**config.mk**
```make
export PLATFORM = sky130hd
export DESIGN_NAME = sram_bank_seq
export DESIGN_NICKNAME = d
export VERILOG_FILES = /design/src/rtl/sram_pkg.sv /design/src/rtl/sram_row_decoder.sv /design/src/rtl/sram_bank_seq.sv
export SDC_FILE = /design/constraint.sdc
export NUM_CORES = 2
export LEC_CHECK = 0
export CORE_ASPECT_RATIO = 1.4
export CORE_MARGIN = 4
export CORE_UTILIZATION = 52
export CTS_CLUSTER_SIZE = 12
export DETAILED_ROUTE_END_ITERATION = 8
export DONT_BUFFER_PORTS = 1
export PLACE_DENSITY = 0.71
export SLEW_MARGIN = 20
export SYNTH_ARGS = -nofsm -noshare
export SYNTH_HDL_FRONTEND = slang
export SYNTH_HIERARCHICAL = 1
export SYNTH_SLANG_ARGS = --single-unit
```
**constraint.sdc**
```tcl
create_clock -name clk_i -period 8.7 [get_ports clk_i]
set_clock_uncertainty 0.1 [all_clocks]
set_input_delay 1.74 -clock clk_i [delete_from_list [all_inputs] [get_ports clk_i]]
set_output_delay 1.74 -clock clk_i [all_outputs]
set_load 0.02 [all_outputs]
```
**src/rtl/sram_pkg.sv**
```systemverilog
// Shared types and constants for the sequenced SRAM bank.
package sram_pkg;

    localparam int unsigned ByteW = 8;

    typedef enum logic [2:0] {
        StInit,
        StIdle,
        StPre,
        StWl,
        StSense
    } state_e;

    typedef struct packed {
        logic pre_en;
        logic write_en;
        logic sense_en;
    } phase_t;

endpackage

```
**src/rtl/sram_row_decoder.sv**
```systemverilog
// Address to one-hot wordline decoder; rows beyond ROWS-1 decode to all-zero.
module sram_row_decoder #(
    parameter int unsigned ROWS   = 64,
    parameter int unsigned ADDR_W = $clog2(ROWS)
) (
    input  logic [ADDR_W-1:0] addr_i,
    input  logic              en_i,
    output logic [ROWS-1:0]   wl_o
);

    // Compare against every valid row so out-of-range codes match nothing
    always_comb begin
        wl_o = '0;
        for (int unsigned r = 0; r < ROWS; r++) begin
            if (en_i && (addr_i == ADDR_W'(r))) begin
                wl_o[r] = 1'b1;
            end
        end
    end

endmodule

```
**src/rtl/sram_bank_seq.sv**
```systemverilog
// SRAM bank with a clocked precharge / wordline / write-or-sense sequencer,
// byte-enabled writes and an optional zeroing sweep after reset.
module sram_bank_seq
    import sram_pkg::*;
#(
    parameter int unsigned ROWS          = 64,
    parameter int unsigned DATA_W        = 32,
    parameter int unsigned ADDR_W        = $clog2(ROWS),
    parameter int unsigned BE_W          = DATA_W / ByteW,
    parameter bit          INIT_ON_RESET = 1'b1
) (
    input  logic              clk_i,
    input  logic              rst_i,
    input  logic              req_valid_i,
    output logic              req_ready_o,
    input  logic              req_we_i,
    input  logic [ADDR_W-1:0] req_addr_i,
    input  logic [DATA_W-1:0] req_wdata_i,
    input  logic [BE_W-1:0]   req_be_i,
    output logic              rsp_valid_o,
    output logic [DATA_W-1:0] rsp_rdata_o,
    output logic [ROWS-1:0]   wl_o,
    output logic              pre_en_o,
    output logic              write_en_o,
    output logic              sense_en_o,
    output logic              busy_o
);

    state_e              state_q, state_d;
    logic [ADDR_W-1:0]   row_cnt_q;
    logic [ADDR_W-1:0]   addr_q;
    logic                we_q;
    logic [DATA_W-1:0]   wdata_q;
    logic [BE_W-1:0]     be_q;
    logic                rsp_valid_q;
    logic [DATA_W-1:0]   rdata_q;
    logic [DATA_W-1:0]   mem_q [ROWS];

    phase_t              phase;
    logic                wl_en;
    logic [ADDR_W-1:0]   dec_addr;
    logic                in_range;
    logic                accept;

    assign accept   = req_valid_i && (state_q == StIdle);
    assign in_range = (32'(addr_q) < ROWS);

    // State register with synchronous reset into the sweep or straight to idle
    always_ff @(posedge clk_i) begin
        if (rst_i) begin
            state_q <= INIT_ON_RESET ? StInit : StIdle;
        end else begin
            state_q <= state_d;
        end
    end

    // Next-state sequencing
    always_comb begin
        state_d = state_q;
        unique case (state_q)
            StInit:  if (row_cnt_q == ADDR_W'(ROWS - 1)) state_d = StIdle;
            StIdle:  if (req_valid_i) state_d = StPre;
            StPre:   state_d = StWl;
            StWl:    state_d = we_q ? StIdle : StSense;
            StSense: state_d = StIdle;
            default: state_d = StIdle;
        endcase
    end

    // Phase strobes; forced quiet while reset is held so nothing drives the array
    always_comb begin
        phase    = '0;
        wl_en    = 1'b0;
        dec_addr = addr_q;
        unique case (state_q)
            StInit: begin
                wl_en          = 1'b1;
                phase.write_en = 1'b1;
                dec_addr       = row_cnt_q;
            end
            StPre: phase.pre_en = 1'b1;
            StWl: begin
                wl_en          = 1'b1;
                phase.write_en = we_q;
            end
            StSense: begin
                wl_en          = 1'b1;
                phase.sense_en = 1'b1;
            end
            default: ;
        endcase
        if (rst_i) begin
            phase = '0;
            wl_en = 1'b0;
        end
    end

    sram_row_decoder #(
        .ROWS   (ROWS),
        .ADDR_W (ADDR_W)
    ) u_row_decoder (
        .addr_i (dec_addr),
        .en_i   (wl_en),
        .wl_o   (wl_o)
    );

    assign pre_en_o    = phase.pre_en;
    assign write_en_o  = phase.write_en;
    assign sense_en_o  = phase.sense_en;
    assign busy_o      = (state_q != StIdle);
    assign req_ready_o = (state_q == StIdle);
    assign rsp_valid_o = rsp_valid_q;
    assign rsp_rdata_o = rdata_q;

    // Sweep row counter
    always_ff @(posedge clk_i) begin
        if (rst_i) begin
            row_cnt_q <= '0;
        end else if (state_q == StInit) begin
            row_cnt_q <= row_cnt_q + ADDR_W'(1);
        end
    end

    // Request capture at the accepting edge
    always_ff @(posedge clk_i) begin
        if (rst_i) begin
            addr_q  <= '0;
            we_q    <= 1'b0;
            wdata_q <= '0;
            be_q    <= '0;
        end else if (accept) begin
            addr_q  <= req_addr_i;
            we_q    <= req_we_i;
            wdata_q <= req_wdata_i;
            be_q    <= req_be_i;
        end
    end

    // Read capture at the end of SENSE; response pulses in the following idle cycle
    always_ff @(posedge clk_i) begin
        if (rst_i) begin
            rsp_valid_q <= 1'b0;
            rdata_q     <= '0;
        end else begin
            rsp_valid_q <= (state_q == StSense);
            if (state_q == StSense) begin
                rdata_q <= in_range ? mem_q[addr_q] : '0;
            end
        end
    end

    // Array writes: sweep zeroing or byte-enabled commit at the end of WL
    always_ff @(posedge clk_i) begin
        if (!rst_i) begin
            if (state_q == StInit) begin
                mem_q[row_cnt_q] <= '0;
            end else if ((state_q == StWl) && we_q && in_range) begin
                for (int unsigned b = 0; b < BE_W; b++) begin
                    if (be_q[b]) begin
                        mem_q[addr_q][b*ByteW +: ByteW] <= wdata_q[b*ByteW +: ByteW];
                    end
                end
            end
        end
    end

endmodule

```
# After elaboration in Yosys (flattened, before gate mapping)
# Memories as Yosys holds them, arrays and structs flattened. A register that Yosys moved wholly into a read port is not among the register bits.
# Cells that the tools add are included.
# word_totals
register_bits	53
ram_bits	2048
in_bits	46
output_inout_bits	102
word_cells	252
mem_count	1
# mem_list
name	depth	word_bits	rd	rd_clocked_by_memory_dff	write_ports	line	source
mem_q	64	32	1	1	1	sram_bank_seq.sv:37	logic [DATA_W-1:0] mem_q [ROWS];
# op_classes
add_sub_neg	1
n_eq_ne	71
muxes	101
n_reduce_logical	71
# op_table
op	count
$eq A6 B6 Y1 const B	33
$eq A6 B5 Y1 const B	16
$mux W1	91
$logic_and A1 B1 Y1	66
$eq A6 B4 Y1 const B	8
$mux W32	1
$reduce_or A32 Y1	1
$eq A6 B3 Y1 const B	4
$eq A6 B2 Y1 const B	2
$mux W3	4
$mux W6	2
$pmux W3 S4	1
$add A6 B1 Y6 const B	1
$eq A3 B2 Y1 const B	2
$eq A6 B1 Y1 const B	1
$logic_not A6 Y1	1
$mux W4	1
$ne A2 B2 Y1 const B	2
$eq A3 B1 Y1 const B	1
$eq A3 B3 Y1 const B	1
$logic_not A3 Y1	1
$ne A3 B1 Y1 const B	1
$reduce_or A3 Y1	1
$pmux W1 S2	1
$reduce_and A2 Y1	1

# Logic depth before layout (Yosys ltp)
# logic_depth
word_depth	8
mapped_depth	11
ltp_nobuf	6

# Hierarchy
# The synthesis kept the hierarchy.
# modules_own_cells
module	instances	cells_per_inst	area_each_um2
sram_bank_seq	1	4020	82635.5
sram_row_decoder	1	93	470.5

# Worst setup path before layout
# Ideal clock, no wire load.
# synth_path
path_kind	input port to output port
start	input port rst_i
end	output port wl_o[10]
arrival_ns	3.235
setup_slack_ns	3.625
stages	7
n_path_buf	4
cell_sequence	buf_2 clkbuf_1 nor2_1 or3b_1 clkbuf_2 buf_2 nor2_1
# synth_between
elab_chain_len	3
# synth_rtl
element	line	source
start: declaration	sram_bank_seq.sv:13	input logic rst_i,
$mux W1	sram_bank_seq.sv:92	if (rst_i) begin
via wl_en	sram_bank_seq.sv:40	logic wl_en;
$logic_and A1 B1 Y1	sram_row_decoder.sv:15	if (en_i && (addr_i == ADDR_W'(r))) begin
$mux W1	sram_row_decoder.sv:15	
end: declaration	sram_bank_seq.sv:22	output logic [ROWS-1:0] wl_o,
# The timed path passes the listed nets, and every way through them passes these cells.

# Worst setup path after layout
# layout_path
start	register state_q[0]
end	output port wl_o[4]
# layout_between
elab_cells_between_ends	10
cone_classes	3 x eq/ne; 4 x mux; 3 x reduce/logical
# layout_lines
element	line	source
start: declaration	sram_bank_seq.sv:29	state_e state_q, state_d;
start signal: assignment	sram_bank_seq.sv:51	state_q <= INIT_ON_RESET ? StInit : StIdle;
start signal: assignment	sram_bank_seq.sv:53	state_q <= state_d;
$logic_not A3 Y1	sram_bank_seq.sv:75	unique case (state_q)
$mux W6	sram_bank_seq.sv:75	
via dec_addr[5]	sram_bank_seq.sv:41	logic [ADDR_W-1:0] dec_addr;
$eq A6 B3 Y1	sram_row_decoder.sv:15	
$logic_and A1 B1 Y1	sram_row_decoder.sv:15	
$mux W1	sram_row_decoder.sv:15	
# The timed path passes the listed nets, and every way through them passes these cells.

==> flow_metrics.env <==
export IMPL_hold_viol_final=0
export IMPL_peakVddDrop_mv=0.2252
export IMPL_synth_edf_count=2048
export IMPL_drive_gt1_frac=0.2121
export IMPL_yosysTopAreaCellShare=0.7400
export IMPL_cts_tree="done"
export IMPL_synth_warnings=6
export IMPL_synthFlopType="edfxtp_1"
export IMPL_fin_crit_sh=0.6708
export IMPL_clock_path_buffers=3
export IMPL_rr_startpoint="state_q[2]"
export IMPL_hold_path_class="flip-flop to flip-flop"
export IMPL_slew_headroom=0.2477
export IMPL_cts_resized=0
export IMPL_insertion_delay_ps=830
export IMPL_rsz0062_at_grt="no"
export IMPL_floorplan_initialDensity=0.5231
export IMPL_p_leak_nw=25.80
export IMPL_worstSetupStartpointType="flip-flop"
export IMPL_grt_pass1_vias=41570
export IMPL_async_flop_share=0
export IMPL_grt_overflow=0
export IMPL_syn_area_per_cell_um2=20.21
export IMPL_synth_seq_cells=2133
export IMPL_grt_first_pass_wirelength_mm=298.9
export IMPL_layoutNonFillerInstCount=6404
export IMPL_design_portCount=148
export IMPL_vias=40970
export IMPL_htree_levels=4
export IMPL_maxSlewViolCount=0
export IMPL_placed_cells=6060
export IMPL_clockRootBuffer="clkbuf_16"
export IMPL_crit_type="flip-flop to output pin"
export IMPL_cts_buffers=199
export IMPL_path_clk_slew_ps=60
export IMPL_synth_area_um2=83110
export IMPL_wl_per_cell_um=32.15
export IMPL_syn2layout_area_growth_pct=9.783
export IMPL_nets=4209
export IMPL_hold_start="wdata_q[23]"
export IMPL_worstRegToRegCells=8
export IMPL_placed_cell_area_um2=85450
export IMPL_post_cts_buffers=0
export IMPL_synth_cells=4113
export IMPL_crit_reg2reg_capture="mem_q[25][1]"
export IMPL_finish_utilization=0.5742
export IMPL_die_h_um=481.0
export IMPL_yosysUniqueCellTypes=62
export IMPL_die_area_um2=166400
export IMPL_required_ps=6860
export IMPL_totalWireLength_mm=205.9
export IMPL_endpoint_kind="output pin"
export IMPL_fin_setup_tns_ps=0
export IMPL_power_per_cell_area_nw_per_um2=211.2
export IMPL_cts_sinks=2133
export IMPL_arrival_ps=4000
export IMPL_synthesis_nets=4160
export IMPL_place_hpwl_mm=123.9
export IMPL_synth_area_leaders="edfxtp_1, mux4_2, mux2i_1, dfxtp_1, nor2_1"
export IMPL_status="finished, final reports clean"
export IMPL_cts_hold_buf=0
export IMPL_vias_per_cell=6.398
export IMPL_drcViolationCount=0
export IMPL_antenna_found_initial=6
export IMPL_regArea_um2=63220
export IMPL_tightest_slew_ps=1128
export IMPL_fill_cells=11410
export IMPL_dr_pass1_iters=5
export IMPL_setup_viol=0
export IMPL_port_buffers=0
export IMPL_core_um2=158900
export IMPL_fp_dieW_um=345.9
export IMPL_ys_seq_area_frac=0.7605
export IMPL_yosys_area_top_type="edfxtp_1"
export IMPL_maxCapViolations=0
export IMPL_holdPathStages=2
export IMPL_r2r_slack_ps=4120
export IMPL_fin_crit_ps=5836
export IMPL_rows=173
export IMPL_ant_nets=0
export IMPL_multi_input_area_um2=18850
export IMPL_pre_cts_slack_ps=2630
export IMPL_cp_max_fo=16
export IMPL_grt_start_max_net_pins=113
export IMPL_clock_fmax_mhz=171.4
export IMPL_track_usage=0.2478
export IMPL_finalWorstSetupSlack_ps=2864
export IMPL_hold_end="wdata_q[23]"
export IMPL_stdcell_area_um2=91240
export IMPL_drt_iter0_markers=5508
export IMPL_place_congestion=0.8459
==> cells in the final DEF, fill, tap and decap left out, types with 52 or more instances in the layout <==
master,synthesis,layout
clkbuf_16,0,201
nor2_1,347,346
buf_4,35,91
dfxtp_1,85,80
o22ai_1,52,52
mux2i_1,185,185
mux4_2,502,502
nand2_1,189,188
clkbuf_1,97,114
edfxtp_1,2048,2048
a21oi_1,83,82
==> critical path, cell delays in order (launching register included) <==
cell and delay, ps:
dfxtp_1 430, or2_2 410, nor2_1 720, mux2_2 510, or3b_1 650, nor2_1 440
==> state kept, by name (all words and copies together) (netlist names) <==
signal	count
wdata_q	32
row_cnt_q	6
addr_q	6
rsp_valid_o	1
mem_q	2048
state_q	3
rsp_rdata_o	32
we_q	1
be_q	4
==> synth_stat cells (6+ instances only) <==
cell       number
a21oi_1        83
mux2i_1       185
nand4bb_1       6
a221oi_1       23
o21ai_0        17
buf_4          35
nand2b_1        7
o22ai_1        52
a22oi_1        14
o221ai_1       23
and2_0         13
mux2_2         28
buf_6          13
a31oi_1        30
nor3_1         14
o211ai_1       14
nand2_1       189
buf_1          14
dfxtp_1        85
mux4_2        502
a22o_1          6
clkbuf_1       97
o21bai_1       15
buf_2          87
o21ai_1        16
edfxtp_1     2048
inv_1           6
and2_1         39
nor2_1        347
nand3_1        31
==> worst max-delay path by stage <==
| stage | start | endpoint | depth (start not counted) |
|---|---|---|---|
| 2_1_floorplan | rst_i | wl_o[10] | 7 |
| 3_3_place_gp | rst_i | mem_q[17][3] | 7 |
| 6_report | state_q[0] | wl_o[4] | 5 |
| 4_1_cts | addr_q[1] | wl_o[34] | 4 |
| 5_1_grt | state_q[0] | wl_o[9] | 5 |
| 3_5_place_dp | rst_i | mem_q[17][1] | 7 |
==> stage by stage <==
step | total power, mW | hold WS (ps)
2_1_floorplan | 11.44 | 331.7
3_3_place_gp | 11.53 | 333.6
3_5_place_dp | 11.54 | 339.6
4_1_cts | 19.36 | 347.8
5_1_grt | 19.82 | 355.9
6_report | 19.27 | 345.2
==> power by group <==
part,switching [mW],internal [mW],total [mW]
sequential,0.0160,11.1,11.1
clock,3.62,4.33,7.94
combinational,0.136,0.0470,0.183
==> per-layer routing <==
metal	global-route usage	routed length, um	vias to the layer above
li1	-	-	16880
met1	0.3300	76290	21400
met2	0.4035	101200	2274
met3	0.05249	19180	415
met4	0.1023	9227	2
met5	0	14	-
==> layout make-up <==
cell class              count  area share
clock buffers             316     0.05997
flip-flops and latches   2133      0.6929
multi-input cells        1727      0.2066
clock inverters            23    0.003017
well taps                2100     0.02880
repair buffers             95    0.008311
diodes                      4   0.0001097
inverters                   6   0.0002606
==> cells by family after synthesis <==
kind of cell,after synthesis,share of synthesized area
adder cells (fa/ha/maj),1,0.0001505
buffers and inverters,253,0.01551
multiplexers,715,0.1621
AND/OR/NAND/NOR,691,0.03640
flip-flops,2133,0.7605
XOR/XNOR,6,0.0006324
AO/OA/AOI/OAI,314,0.02471
(Power assumes the default switching activity.)
